File: src/rtl/conv_8x32_idx_seq.sv
// Index sequencer for the 8x32 convolutional coprocessor.
// Walks every (n, k) pair of a full linear convolution and drives MAC strobes.
module conv_8x32_comp_eq #(
    parameter int DATA_WIDTH = 6
) (
    input  logic [DATA_WIDTH-1:0] a_in,
    input  logic [DATA_WIDTH-1:0] b_in,
    output logic                  d_out
);
    assign d_out = (a_in == b_in);
endmodule

module conv_8x32_idx_seq #(
    parameter int IDX_WIDTH  = 6,
    parameter int KERNEL_MAX = 8,
    parameter int SIGNAL_MAX = 32
) (
    input  logic                 clk,
    input  logic                 rst,
    input  logic                 start_in,
    input  logic                 stall_in,
    input  logic [IDX_WIDTH-1:0] kernel_len_in,
    input  logic [IDX_WIDTH-1:0] signal_len_in,
    output logic [IDX_WIDTH-1:0] x_addr_out,
    output logic [IDX_WIDTH-1:0] h_addr_out,
    output logic [IDX_WIDTH-1:0] y_addr_out,
    output logic                 mac_en_out,
    output logic                 acc_clr_out,
    output logic                 acc_wr_out,
    output logic                 busy_out,
    output logic                 done_out
);
    localparam logic [IDX_WIDTH-1:0] KMAX = IDX_WIDTH'(KERNEL_MAX);
    localparam logic [IDX_WIDTH-1:0] LMAX = IDX_WIDTH'(SIGNAL_MAX);
    localparam logic [IDX_WIDTH-1:0] ONE  = IDX_WIDTH'(1);
    localparam logic [IDX_WIDTH-1:0] TWO  = IDX_WIDTH'(2);

    typedef enum logic [1:0] {
        IDLE,
        RUN,
        DONE
    } state_t;

    state_t               state_q, state_d;
    logic [IDX_WIDTH-1:0] n_q, n_d;
    logic [IDX_WIDTH-1:0] k_q, k_d;
    logic [IDX_WIDTH-1:0] klen_q, klen_d;
    logic [IDX_WIDTH-1:0] llen_q, llen_d;
    logic [IDX_WIDTH-1:0] nlast_q, nlast_d;

    logic [IDX_WIDTH-1:0] k_sat, l_sat, k_term, diff;
    logic                 k_last, n_last, in_range, run, go;

    assign k_sat  = (kernel_len_in > KMAX) ? KMAX : kernel_len_in;
    assign l_sat  = (signal_len_in > LMAX) ? LMAX : signal_len_in;
    assign k_term = klen_q - ONE;

    conv_8x32_comp_eq #(.DATA_WIDTH(IDX_WIDTH)) u_k_eq (
        .a_in  (k_q),
        .b_in  (k_term),
        .d_out (k_last)
    );

    conv_8x32_comp_eq #(.DATA_WIDTH(IDX_WIDTH)) u_n_eq (
        .a_in  (n_q),
        .b_in  (nlast_q),
        .d_out (n_last)
    );

    always_ff @(posedge clk) begin
        if (rst) begin
            state_q <= IDLE;
            n_q     <= '0;
            k_q     <= '0;
            klen_q  <= '0;
            llen_q  <= '0;
            nlast_q <= '0;
        end else begin
            state_q <= state_d;
            n_q     <= n_d;
            k_q     <= k_d;
            klen_q  <= klen_d;
            llen_q  <= llen_d;
            nlast_q <= nlast_d;
        end
    end

    always_comb begin
        state_d = state_q;
        n_d     = n_q;
        k_d     = k_q;
        klen_d  = klen_q;
        llen_d  = llen_q;
        nlast_d = nlast_q;
        unique case (state_q)
            IDLE: begin
                if (start_in) begin
                    klen_d  = k_sat;
                    llen_d  = l_sat;
                    nlast_d = l_sat + k_sat - TWO;
                    n_d     = '0;
                    k_d     = '0;
                    if (k_sat == '0 || l_sat == '0) state_d = DONE;
                    else                            state_d = RUN;
                end
            end
            RUN: begin
                if (!stall_in) begin
                    if (k_last) begin
                        k_d = '0;
                        if (n_last) state_d = DONE;
                        else        n_d = n_q + ONE;
                    end else begin
                        k_d = k_q + ONE;
                    end
                end
            end
            DONE:    state_d = IDLE;
            default: state_d = IDLE;
        endcase
    end

    // n-k only meaningful once k<=n; the compare guards against wrap
    assign run      = (state_q == RUN);
    assign go       = run & ~stall_in;
    assign diff     = n_q - k_q;
    assign in_range = (k_q <= n_q) && (diff < llen_q);

    assign x_addr_out  = (run && in_range) ? diff : '0;
    assign h_addr_out  = run ? k_q : '0;
    assign y_addr_out  = run ? n_q : '0;
    assign mac_en_out  = go & in_range;
    assign acc_clr_out = go & (k_q == '0);
    assign acc_wr_out  = go & k_last;
    assign busy_out    = run;
    assign done_out    = (state_q == DONE);
endmodule

File: config.mk
export PLATFORM = sky130hd
export DESIGN_NAME = conv_8x32_idx_seq
export DESIGN_NICKNAME = d
export VERILOG_FILES = /design/src/rtl/conv_8x32_idx_seq.sv
export SDC_FILE = /design/constraint.sdc
export NUM_CORES = 1
export LEC_CHECK = 0
export CORE_ASPECT_RATIO = 2
export CORE_MARGIN = 1.5
export CORE_UTILIZATION = 50
export DETAILED_ROUTE_END_ITERATION = 16
export GPL_TIMING_DRIVEN = 0
export MAX_ROUTING_LAYER = met4
export PLACE_DENSITY = 0.75
export SYNTH_ARGS = -nofsm -noshare
export SYNTH_HDL_FRONTEND = slang
export SYNTH_HIERARCHICAL = 1
export SYNTH_SLANG_ARGS = --single-unit
File: constraint.sdc
create_clock -name clk -period 8.1 [get_ports clk]
set_input_delay 2.025 -clock clk [delete_from_list [all_inputs] [get_ports clk]]
set_output_delay 2.025 -clock clk [all_outputs]
set_load 0.005 [all_outputs]
# Word-level counts from Yosys, hierarchy flattened
# Cells that the tools add are included.
dict set report word_totals {
  ff_bits 32
  out_inout_bits 23
  word_cells 61
}
dict set report op_classes {
  n_mux 19
  eq_ne 9
  n_bitwise 5
  magnitude_cmp 4
  n_addsub 6
  n_reduce_logical 12
}
# operator count
set op_table {}
lappend op_table {{$mux W6} 11}
lappend op_table {{$pmux W6 S2} 2}
lappend op_table {{$logic_not A6 Y1} 3}
lappend op_table {{$add A6 B1 Y6 const B} 2}
lappend op_table {{$eq A6 B6 Y1} 2}
lappend op_table {{$mux W2} 5}
lappend op_table {{$ne A2 B2 Y1 const B} 5}
lappend op_table {{$add A6 B6 Y6} 1}
lappend op_table {{$gt A6 B4 Y1 const B} 1}
lappend op_table {{$gt A6 B6 Y1 const B} 1}
lappend op_table {{$le A6 B6 Y1} 1}
lappend op_table {{$lt A6 B6 Y1} 1}
lappend op_table {{$sub A6 B1 Y6 const B} 1}
lappend op_table {{$sub A6 B2 Y6 const B} 1}
lappend op_table {{$sub A6 B6 Y6} 1}
lappend op_table {{$reduce_and A5 Y1} 1}
lappend op_table {{$and A1 B1 Y1} 4}
lappend op_table {{$pmux W2 S2} 1}
lappend op_table {{$reduce_and A4 Y1} 1}
lappend op_table {{$reduce_and A3 Y1} 1}
lappend op_table {{$eq A2 B1 Y1 const B} 1}
lappend op_table {{$eq A2 B2 Y1 const B} 1}
lappend op_table {{$logic_and A1 B1 Y1} 2}
lappend op_table {{$logic_not A2 Y1} 1}
lappend op_table {{other kinds (4)} 4}

# Logic depth before layout (Yosys ltp)
# Gate-level depths: netlist of the first run.
dict set report logic_depth {
  word_depth 7
  depth_mapped 12
}

# Modules after synthesis
# Netlist of the first run, hierarchy kept.
# module cells_per_inst seq_area_each_um2 area_per_inst_um2 n_inst
set modules_own_cells {}
lappend modules_own_cells {conv_8x32_idx_seq 279 640.6 2259.7 1}
lappend modules_own_cells {conv_8x32_comp_eq 8 0.0 68.8 2}

# Least setup slack after synthesis of the first run
# Ideal clock, no wire load.
dict set report synth_timing {
  kind {reg2out}
  start {reg k_q[0]}
  end {out x_addr_out[5]}
  required_ns 6.075
  path_stages_with_launch 12
  slack_ns 3.714
  arrival_time_ns 2.361
  cell_sequence {dfxtp_1 > ha_1 > inv_1 > fa_1 > a21o_1 > a21oi_1 > xnor2_1 > ha_1 > a21oi_1 > o21a_1 > o21ai_2 > nor3b_2}
}
dict set report synth_via {
  elab_chain_len 5
}
# element line_no
set synth_lines {}
lappend synth_lines {{start: declaration} 46} ;# logic [IDX_WIDTH-1:0] k_q, k_d;
lappend synth_lines {{start signal: assignment} 81} ;# k_q <= k_d;
lappend synth_lines {{$sub A6 B6 Y6} 126} ;# assign diff = n_q - k_q;
lappend synth_lines {{$lt A6 B6 Y1} 127} ;# assign in_range = (k_q <= n_q) && (diff < llen_q);
lappend synth_lines {{$logic_and A1 B1 Y1} 127}
lappend synth_lines {{$logic_and A1 B1 Y1} 129} ;# assign x_addr_out = (run && in_range) ? diff : '0;
lappend synth_lines {{$mux W6 (*)} 129}
lappend synth_lines {{end: declaration} 24} ;# output logic [IDX_WIDTH-1:0] x_addr_out,
# Mark *: on every way between the ends. The rest lies on a longest branch, timed or not.

# Worst setup path after layout of the first run
# Ends and elaborated chain as after synthesis.

==> results of run 1 <==
## routing by layer
metal	part of all wire (%)	vias to the layer above	global-route usage [%]
met2	58	41	43.72
met4	1.6	0	7.287
met1	38	956	21.71
met5	0	-	-
met3	2.5	5	2.967
li1	-	1076	-
## final cells by class
cell class / instances / area share (%)
clock inverter: 1 / 0.2562
multi-input combinational: 226 / 54.40
sequential: 32 / 21.86
inverter: 28 / 3.757
tap: 55 / 2.348
timing repair buffer: 37 / 12.64
clock buffer: 7 / 2.946
buffer: 9 / 1.793
## layout by cell type, fill, tap and decap left out, drive strengths merged, types with 5 or more instances in the layout
cell            n
nand4           6
ha             24
buf             6
and2            7
nor3           13
clkbuf         10
nor2           26
xor2           11
nor3b           5
inv            27
a21o            5
xnor2          20
nand3           5
nand2b         13
nand2          33
dfxtp          32
a211oi          5
clkdlybuf4s50  37
a21oi          24
## cell families after synthesis
group | count (synthesis)
compound gates | 49
xor+xnor | 31
fa+ha+maj | 26
buf+inv | 37
flops | 32
other cells | 1
simple gates | 119
## how the worst min path moves through the flow
| stage | startpoint | endpoint | slack [ps] | depth (start not counted) |
|---|---|---|---|---|
| 2_1_floorplan | llen_q[1] | llen_q[1] | 440 | 2 |
| 3_3_place_gp | llen_q[4] | llen_q[4] | 450 | 2 |
| 3_5_place_dp | llen_q[2] | llen_q[2] | 450 | 2 |
| 4_1_cts | llen_q[2] | llen_q[2] | 460 | 2 |
| 5_1_grt | llen_q[2] | llen_q[2] | 480 | 2 |
| 6_report | llen_q[2] | llen_q[2] | 450 | 2 |
## sequential cells by signal, indices dropped and copies added, names as in the netlist
register,count
state_q,2
nlast_q,6
n_q,6
klen_q,6
llen_q,6
k_q,6
## synth_stat cells (all sizes together), types with 2 or more instances
library cell	instances
and3	3
nand2b	13
clkbuf	3
o211ai	2
nand3	5
xnor2	20
buf	6
nand2	33
a21o	5
a31oi	2
nor2	26
a211oi	5
o211a	2
nor3	13
xor2	11
ha	24
and2	7
nor3b	5
nor2b	4
inv	27
o21ai	4
nand4	6
dfxtp	32
fa	2
a21oi	24
## stage by stage
step / instance area (um^2) / hold slack (ps) / total power [W] / utilization (%)
finish: 2930 / 453.0 / 0.0004472 / 63.73
global route: 2930 / 475.3 / 0.0004749 / 63.73
CTS: 2930 / 458.8 / 0.0004495 / 63.73
detailed placement: 2836 / 449.8 / 0.0003232 / 61.69
global placement: 2836 / 447.3 / 0.0003201 / 61.69
floorplan: 2397 / 436.3 / 0.0002823 / -
## where the power goes
part           switching (W)  internal (W)  total (W)
Clock              0.0000580     0.0000690   0.000127
Sequential        0.00000891      0.000166   0.000175
Combinational      0.0000764     0.0000692   0.000146
Total               0.000143      0.000304   0.000447
## worst min-delay path, cell delays in order (launching register included)
cell and delay (ps):
dfxtp_1 310, nand2_1 50, a21oi_1 50
==> Implementation_results.wiki, run 1 <==
{| class="wikitable"
! Metric !! Value
|-
| Outcome || finished, final reports clean
|-
| Pleak || around 1.2 nW
|-
| Warnings, synthesis || 6
|-
| Number of flops mapped to enable cells by yosys || 0
|-
| Pin count of the biggest net entering global routing || 11
|-
| Number of max-slew violations in the final report || 0
|-
| Slowest cell on the critical path || clkdlybuf4s50_1
|-
| Share of post-route cells with drive strength above 1 || under 10%
|-
| Worst r2r src || klen_q[0]
|-
| Peak supply drop || approximately 0.13 mV
|-
| Vias after detailed routing || 2078
|-
| Simple-Gate Fraction of Synth Area || between 20% and 30%
|-
| Top FF cell, synth || dfxtp_1
|-
| CTS H-Tree Depth || 2
|-
| Cell area power density || between 150 and 200 nW/um^2
|-
| Number of sinks handled by clock tree synthesis || 32
|-
| Clock buffer count from CTS || 5
|-
| Largest family of logic cells by synthesized area || simple AND/OR/NAND/NOR gates
|-
| Via count of the first global-routing pass || just under 2000
|-
| Setup Fix Bufs, Post-CTS || 0
|-
| Logic depth of the worst path, buffers included || 12
|-
| Yosys reg bits || 32
|-
| Final critical path time including I/O delays and setup || around 5500 ps
|-
| Initial standard-cell utilization of the core || approximately 52%
|-
| Global-route usage over all layers || 22.58%
|-
| Setup repair after global routing missed its margin || false
|-
| Required time of the critical path || between 6000 and 7000 ps
|-
| Count of final hold-check violations || 0
|-
| Clock slew at the register clock pins of the worst setup and hold paths || 70 ps
|-
| RePlAce Congestion || ~0.80
|-
| Ranking of synthesized cells by area || dfxtp_1 (27%), ha_1 (13%), xnor2_1 (7.3%)
|-
| Number of cells produced by synthesis || just under 300
|-
| Multiplexer share of the synthesized area || 0%
|-
| Number of placed instances, taps included || between 300 and 400
|-
| Clock tree from TritonCTS || built
|-
| WL per Instance || about 13 um
|-
| Path class of the lowest-slack min-delay path || register to register
|-
| Number of antenna violations at the first check in global routing || 0
|-
| Y dimension of the die || approximately 100 um
|-
| Compound-gate portion of the synthesized area || approximately 14%
|-
| Fill cells || between 400 and 500
|-
| Post-synthesis instance area || around 2400 um^2
|-
| Detailed-router iteration count before antenna repair || 4
|-
| Startpoint types || register
|-
| Count of cells along the worst register-to-register path || 12
|-
| Highest cell delay on the worst timing path || 510 ps
|-
| Number of nets with antenna violations after routing || 0
|-
| DR iter-0 viols || 24
|-
| Post-detailed-routing wire length || 5224 um
|-
| Register area || roughly 640 um^2
|-
| Critical path origin || k_q[0]
|-
| Post-synthesis cell type with the largest combined area || dfxtp_1
|-
| Die area || about 5200 um^2
|-
| # setup viols final || 0
|-
| Number of buffers and inverters on the critical path || 2
|-
| Average via count per standard cell || between 5 and 6
|-
| Gate family responsible for the most delay along the worst path || adder cells
|-
| Die X-Extent || 51.96 um
|-
| Final Instance Count excl. Fillers || between 300 and 400
|-
| Number of top-level pins || 39
|-
| Number of nets produced by synthesis || about 340
|-
| Worst skew pair latency || 280 ps
|-
| Worst setup slack before clock tree synthesis || around 2700 ps
|-
| Critical path destination || x_addr_out[5]
|-
| Max Clock Freq || roughly 180 MHz
|-
| Total of hold buffers inserted after clock tree synthesis || 0
|-
| Worst setup margin || 2603 ps
|-
| Register-to-register path setup slack || roughly 5700 ps
|-
| First-pass GRT wire length || ~8700 um
|-
| Nature of the critical path endpoint || output port
|-
| Fraction of post-synthesis cell area in the top cell type by area || between 20% and 30%
|-
| Adder-cell share of the synthesized area || 14.20%
|-
| Fraction of the yosys area taken by sequential cells || 26.72%
|-
| Detailed-route DRC error count || 0
|-
| Area of the core region || 4598 um^2
|-
| Ordered list of cells on the worst path || ha_1, inv_1, fa_1, a21o_1, a21oi_1, xnor2_1, ha_1, a21oi_1, o21a_1, o21ai_2, nor3b_2, clkdlybuf4s50_1
|-
| Synth Area per Inst || 8.126 um^2
|-
| Type of the worst setup path || register to output port
|-
| Aggregate global routing overflow || 0
|-
| Row count || 35
|-
| Worst Path Max Fanout || 6
|-
| Unique cell type count in the Yosys netlist || between 40 and 50
|-
| Worst-case clock skew || around 6.5 ps
|-
| Nets || between 300 and 400
|-
| Critical register-to-register path endpoint || n_q[5]
|-
| Total inserted antenna cells || 0
|-
| Max-cap check violation count || 0
|-
| Data arrival time of the critical path || between 3000 and 4000 ps
|-
| P&R area growth vs syn || 22.23%
|-
| Clock buffer depth || 2
|-
| Port Buffer Count || 37
|-
| Detail Placement HPWL || 4268 um
|-
| CTS root buffer || clkbuf_8
|-
| Area taken by multi-input logic gates || between 1500 and 2000 um^2
|-
| Total Neg Setup Slack || 0 ps
|-
| Xor-xnor portion of the synthesized cell area || about 11%
|-
| Async SR Flop Fraction || 0%
|-
| Final critical-path share of the clock period || between 60% and 70%
|-
| # resized after CTS || 0
|}
Power figures use the tool's default switching activity.
==> inputs of run 2 (changes only) <==
CORE_UTILIZATION = 49   (was 50)
PLACE_DENSITY = 0.77   (was 0.75)
clock period = 4.9 ns   (was 8.1 ns; I/O delays follow)
==> run 2 against run 1 <==
Register-to-register slack lost 3200 ps. Power grew 66%. Sequential power grew 65%. Critical path depth is the same. Core utilization shrank 0.60 points. Hold slack gained 5.4 ps. Wire length grew 0.23%. Sequential share of layout area is the same. Non-clock buffer count is the same. Clock skew is essentially flat. Critical path type unchanged. Critical endpoint unchanged.
==> Implementation_results.wiki, run 2 (synthesis results as in run 1) <==
{| class="wikitable"
! Metric !! Value
|-
| Most common cell after layout, fill and taps aside || clkdlybuf4s50_1
|-
| # resized after CTS || 0 (unchanged)
|-
| Max Clock Freq || 213.0 MHz
|-
| Net switching fraction of the power || 32.37% (+0.32 points)
|-
| Share of post-route cells with drive strength above 1 || 8.529% (unchanged)
|-
| Vias after detailed routing || 2086 (+0.38%)
|-
| First-pass GRT wire length || 8721 um (+0.47%)
|-
| Port Buffer Count || 37 (unchanged)
|-
| Clock buffer count from CTS || 5 (unchanged)
|-
| Detail Placement HPWL || 4313 um (+1.1%)
|-
| Register area || 640.6 um^2 (unchanged)
|-
| Total inserted antenna cells || 0 (unchanged)
|-
| Logic depth of the worst path, buffers included || 12 (unchanged)
|-
| Clock tree from TritonCTS || built
|-
| Switch Pwr || 0.0002404 W (+68%)
|-
| Setup Fix Bufs, Post-CTS || 0 (unchanged)
|-
| Worst-case clock skew || 6.998 ps (+0.4577 ps)
|-
| Pwr Total || 0.0007427 W (+66%)
|-
| WL per Instance || 13.26 um (+0.23%)
|-
| Final critical-path share of the clock period || about 96%
|-
| Global-route usage over all layers || 22.63% (+0.048 points)
|-
| Hold Startpoint || llen_q[0]
|-
| Area of the core region || 4642 um^2 (+0.95%)
|-
| P&R area growth vs syn || 22.23% (unchanged)
|-
| Critical path origin || k_q[0]
|-
| Worst Path Max Fanout || 6 (unchanged)
|-
| Pleak || 1.153 nW (unchanged)
|-
| Count of cells along the worst register-to-register path || 12 (unchanged)
|-
| Number of buffers and inverters on the critical path || 2 (unchanged)
|-
| Slowest cell on the critical path || dfxtp_1
|-
| Setup repair after global routing missed its margin || false
|-
| Row count || 35 (unchanged)
|-
| Leading cell types in the layout, fill and taps excluded || clkdlybuf4s50_1 (37), nand2_1 (33), dfxtp_1 (32), inv_1 (27), nor2_1 (26)
|-
| Data arrival time of the critical path || 3470 ps (about the same)
|-
| Aggregate global routing overflow || 0 (unchanged)
|-
| Count of final hold-check violations || 0 (unchanged)
|-
| Pint || 0.0005023 W (+65%)
|-
| Required time of the critical path || 3670 ps (-2410 ps)
|-
| Highest cell delay on the worst timing path || 510 ps (about the same)
|-
| Clock slew at the register clock pins of the worst setup and hold paths || 70 ps (about the same)
|-
| Worst r2r src || klen_q[0]
|-
| Total Neg Setup Slack || 0 ps (unchanged)
|-
| Peak supply drop || 0.2387 mV (+86%)
|-
| Area taken by multi-input logic gates || 1594 um^2 (unchanged)
|-
| Fill cells || 452 (+7.9%)
|-
| Instance count along the most critical hold path || 2 (unchanged)
|-
| Detailed-router iteration count before antenna repair || 4 (unchanged)
|-
| CTS H-Tree Depth || 2 (unchanged)
|-
| Die X-Extent || 52.46 um (+0.96%)
|-
| Part of the power in combinational logic || 32.3% (-0.3 points)
|-
| CTS root buffer || clkbuf_8
|-
| # setup viols final || 0 (unchanged)
|-
| Number of antenna violations at the first check in global routing || 0 (unchanged)
|-
| Clock buffer depth || 2 (unchanged)
|-
| Clock Power Share || 28.8% (+0.4 points)
|-
| Sequential cell fraction of total power || 38.9% (about the same)
|-
| Outcome || finished, final reports clean
|-
| Total of hold buffers inserted after clock tree synthesis || 0 (unchanged)
|-
| Gate family responsible for the most delay along the worst path || adder cells
|-
| Via count of the first global-routing pass || 2041 (+6.0%)
|-
| Ordered list of cells on the worst path || ha_1, inv_1, fa_1, a21o_1, a21oi_1, xnor2_1, ha_1, a21oi_1, o21a_1, o21ai_2, nor3b_2, clkdlybuf4s50_1
|-
| Final critical path time including I/O delays and setup || between 4000 and 5000 ps
|-
| Startpoint types || register
|-
| Y dimension of the die || 101.9 um (+0.99%)
|-
| Number of nets with antenna violations after routing || 0 (unchanged)
|-
| Max-cap check violation count || 0 (unchanged)
|-
| Post-detailed-routing wire length || 5236 um (+0.23%)
|-
| Number of top-level pins || 39 (unchanged)
|-
| DR iter-0 viols || 41 (+71%)
|-
| Number of sinks handled by clock tree synthesis || 32 (unchanged)
|-
| Nets || 381 (unchanged)
|-
| Detailed-route DRC error count || 0 (unchanged)
|-
| Average via count per standard cell || 5.281 (+0.38%)
|-
| Nature of the critical path endpoint || output port
|-
| Path class of the lowest-slack min-delay path || register to register
|-
| Initial standard-cell utilization of the core || 51.64% (-0.49 points)
|-
| Number of max-slew violations in the final report || 0 (unchanged)
|-
| RePlAce Congestion || 0.8116 (+1.3%)
|-
| Type of the worst setup path || register to output port
|-
| Worst skew pair latency || 290 ps (about the same)
|-
| Pin count of the biggest net entering global routing || 11 (unchanged)
|-
| Cell area power density || 253.4 nW/um^2 (+66%)
|-
| Die area || 5347 um^2 (+2.0%)
|}
## run 2: worst register-to-register path, delay by kind of cell (launching register included)
family                     cells  cell delay, ps
and+or+nand+nor                6             840
xor gates and xnor gates       3             460
AOI/OAI and AO/OA              1             270
DFF                            1             370
adders and majority gates      1             220
buffers and inverters          1              80
## run 2: layout make-up
| cell class | instances | area share (%) |
|---|---|---|
| Multi-Input combinational cell | 226 | 54.40 |
| Timing Repair Buffer | 37 | 12.64 |
| Clock buffer | 7 | 2.946 |
| Buffer | 9 | 1.793 |
| Sequential cell | 32 | 21.86 |
| Clock inverter | 1 | 0.2562 |
| Inverter | 28 | 3.757 |
| Tap cell | 55 | 2.348 |
## run 2: final timing paths
| path | endpoint | slack (ps) |
|---|---|---|
| min reg2reg | llen_q[0] | 460 |
| max | x_addr_out[5] | 200 |
| min | llen_q[0] | 460 |
| max reg2reg | n_q[5] | 2540 |
## run 2: routing by layer
layer  wire, um  vias to the layer above  global-route usage [%]
li1           -                     1074                       -
met1       1957                      970                   20.33
met2       3056                       36                   44.04
met3        114                        6                   2.632
met4        108                        0                   10.65
met5          0                        -                       -
## run 2: power by group through the flow
stage | sequential (W) | combinational [W] | clock, W
6_report | 0.000289 | 0.000240 | 0.000214
5_1_grt | 0.000290 | 0.000268 | 0.000229
4_1_cts | 0.000289 | 0.000242 | 0.000214
3_5_place_dp | 0.000295 | 0.000240 | 0
3_3_place_gp | 0.000294 | 0.000235 | 0
2_1_floorplan | 0.000290 | 0.000176 | 0
## run 2: metrics by stage
stage	utilization, %	hold WS [ps]	cell area, um^2	setup slack [ps]	std cells
6_report	63.13	458.3	2930	204.6	395
5_1_grt	63.13	476.5	2930	53.44	395
4_1_cts	63.13	458.9	2930	184.2	395
3_5_place_dp	61.11	449.6	2836	515.4	387
3_3_place_gp	61.11	444.4	2836	564.8	387
2_1_floorplan	-	436.3	2397	1314	295
==> inputs of run 3 (changes only) <==
GPL_TIMING_DRIVEN = 1   (was 0)
==> run 3 against run 2 <==
Global-route usage is essentially flat. Final area down 2.0%. Register-to-register slack got worse by 140 ps. Cell count down 2.3%. Die area did not move. Fmax is 1.8% higher. Sequential power about the same.
==> Implementation_results.wiki, run 3 (synthesis results as in run 1) <==
{| class="wikitable"
! Metric !! Value
|-
| Average via count per standard cell || 5.316 (+0.66%)
|-
| Aggregate global routing overflow || 0 (unchanged)
|-
| Fill cells || 442 (-2.2%)
|-
| Nature of the critical path endpoint || output port
|-
| P&R area growth vs syn || 19.78%
|-
| Port Buffer Count || 38 (+2.7%)
|-
| Switch Pwr || 0.0002279 W (-5.2%)
|-
| Worst Path Max Fanout || 6 (unchanged)
|-
| Max-cap check violation count || 0 (unchanged)
|-
| Y dimension of the die || 101.9 um (unchanged)
|-
| Sequential cell fraction of total power || 41.0% (+2.1 points)
|-
| Total Neg Setup Slack || 0 ps (unchanged)
|-
| Total of hold buffers inserted after clock tree synthesis || 0 (unchanged)
|-
| CTS H-Tree Depth || 2 (unchanged)
|-
| Worst-case clock skew || 6.149 ps (-0.8488 ps)
|-
| Number of nets with antenna violations after routing || 0 (unchanged)
|-
| Number of antenna violations at the first check in global routing || 0 (unchanged)
|-
| Outcome || finished, final reports clean
|-
| Die X-Extent || 52.46 um (unchanged)
|-
| Count of final hold-check violations || 0 (unchanged)
|-
| Cell area power density || 246.3 nW/um^2 (-2.8%)
|-
| First-pass GRT wire length || 8852 um (+1.5%)
|-
| Detailed-router iteration count before antenna repair || 6 (+2)
|-
| WL per Instance || 13.53 um (+2.0%)
|-
| Nets || 373 (-2.1%)
|-
| Detail Placement HPWL || 4162 um (-3.5%)
|-
| Max Clock Freq || 216.7 MHz (+1.8%)
|-
| Worst skew pair latency || 290 ps (about the same)
|-
| Slowest cell on the critical path || clkdlybuf4s50_1
|-
| RePlAce Congestion || 0.8272 (+1.9%)
|-
| Data arrival time of the critical path || 3390 ps (-80 ps)
|-
| Most common cell after layout, fill and taps aside || clkdlybuf4s50_1
|-
| Die area || 5347 um^2 (unchanged)
|-
| Leading cell types in the layout, fill and taps excluded || clkdlybuf4s50_1 (38), nand2_1 (33), dfxtp_1 (32), inv_1 (27), nor2_1 (26)
|-
| Via count of the first global-routing pass || 2020 (-1.0%)
|-
| Peak supply drop || 0.2145 mV (-10%)
|-
| Number of top-level pins || 39 (unchanged)
|-
| Worst setup margin || 285.6 ps (+81.01 ps)
|-
| Clock Power Share || 26.2% (-2.6 points)
|-
| Area of the core region || 4642 um^2 (unchanged)
|-
| Startpoint types || register
|-
| Final critical-path share of the clock period || 94.17% (-1.7 points)
|-
| Worst rel slew slack || around 30%
|-
| CTS root buffer || clkbuf_8
|-
| Post-detailed-routing wire length || 5221 um (-0.29%)
|-
| # resized after CTS || 0 (unchanged)
|-
| Number of max-slew violations in the final report || 0 (unchanged)
|-
| Part of the power in combinational logic || 32.8% (+0.5 points)
|-
| Highest cell delay on the worst timing path || 510 ps (about the same)
|-
| Pleak || 1.124 nW (-2.6%)
|-
| Final critical path time including I/O delays and setup || 4614 ps (-81.01 ps)
|-
| Clock buffer count from CTS || 5 (unchanged)
|-
| Number of sinks handled by clock tree synthesis || 32 (unchanged)
|-
| Vias after detailed routing || 2052 (-1.6%)
|-
| Net switching fraction of the power || 32.22% (-0.16 points)
|-
| WHS || 457.8 ps (-0.5410 ps)
|-
| Path class of the lowest-slack min-delay path || register to register
|-
| Pint || 0.0004794 W (-4.5%)
|-
| Total inserted antenna cells || 0 (unchanged)
|-
| Clock buffer depth || 2 (unchanged)
|-
| Initial standard-cell utilization of the core || 51.64% (unchanged)
|-
| Setup Fix Bufs, Post-CTS || 0 (unchanged)
|-
| Share of post-route cells with drive strength above 1 || 6.949% (-1.6 points)
|-
| Setup repair after global routing missed its margin || false
|-
| Ordered list of cells on the worst path || ha_1, inv_1, fa_1, a21o_1, a21oi_1, xnor2_1, ha_1, a21oi_1, o21a_1, o21ai_2, nor3b_2, clkdlybuf4s50_1
|-
| Global-route usage over all layers || 22.60% (-0.026 points)
|-
| Detailed-route DRC error count || 0 (unchanged)
|-
| DR iter-0 viols || 57 (+39%)
|-
| Type of the worst setup path || register to output port
|-
| Required time of the critical path || 3670 ps (about the same)
|-
| # setup viols final || 0 (unchanged)
|-
| Row count || 35 (unchanged)
|-
| Clock tree from TritonCTS || built
|-
| Clock slew at the register clock pins of the worst setup and hold paths || 60 ps (about the same)
|-
| Pin count of the biggest net entering global routing || 28 (+17)
|-
| Worst-margin pin slew || ~1100 ps
|-
| Share of the core filled with cells in the final layout || 61.86% (-1.3 points)
|-
| Worst setup slack before clock tree synthesis || 597.0 ps (+81.53 ps)
|}
run 3: layer usage:
| layer | global-route usage (%) | share of wire [%] |
|---|---|---|
| met5 | - | 0 |
| met4 | 11.05 | 3.1 |
| met3 | 3.801 | 2.7 |
| met2 | 41.25 | 55 |
| met1 | 21.98 | 39 |
run 3: cell type report:
type	count	area [um^2]	share of cell area, %
clock buffers	6	72.57	2.527
clock inverters	1	5.005	0.1743
inverters	28	110.1	3.834
multi-input cells	226	1594	55.51
flip-flops and latches	32	640.6	22.31
well taps	55	68.82	2.397
repair buffers	38	380.4	13.25
run 3: stage by stage:
stage	power [W]	std cells	area (um^2)
final	0.0007073	386	2872
after global routing	0.0007521	386	2872
after CTS	0.0007096	386	2872
after detailed placement	0.0005268	379	2794
after global placement	0.0005217	379	2794
after floorplan	0.0004667	295	2397
run 3: power groups by stage:
stage | registers, W | clock network (W) | logic [W]
after floorplan | 0.000290 | 0 | 0.000176
after global placement | 0.000294 | 0 | 0.000227
after detailed placement | 0.000295 | 0 | 0.000232
after CTS | 0.000290 | 0.000187 | 0.000233
after global routing | 0.000293 | 0.000199 | 0.000260
final | 0.000290 | 0.000186 | 0.000232
run 3: critical path: cells and delay by family (launching register included):
kind	cells	cell delay, ps
DFF	1	460
AOI/OAI and AO/OA	5	780
adders and majority gates	3	930
and+or+nand+nor	1	190
buffers and inverters	2	560
xor gates and xnor gates	1	170
run 3: path summary, 6_finish.rpt:
check,from,to,slack [ps],cells past startpoint
max,k_q[0],x_addr_out[5],290,12
min,llen_q[4],llen_q[4],460,2
max reg2reg,klen_q[0],n_q[3],2400,12
min reg2reg,llen_q[4],llen_q[4],460,2
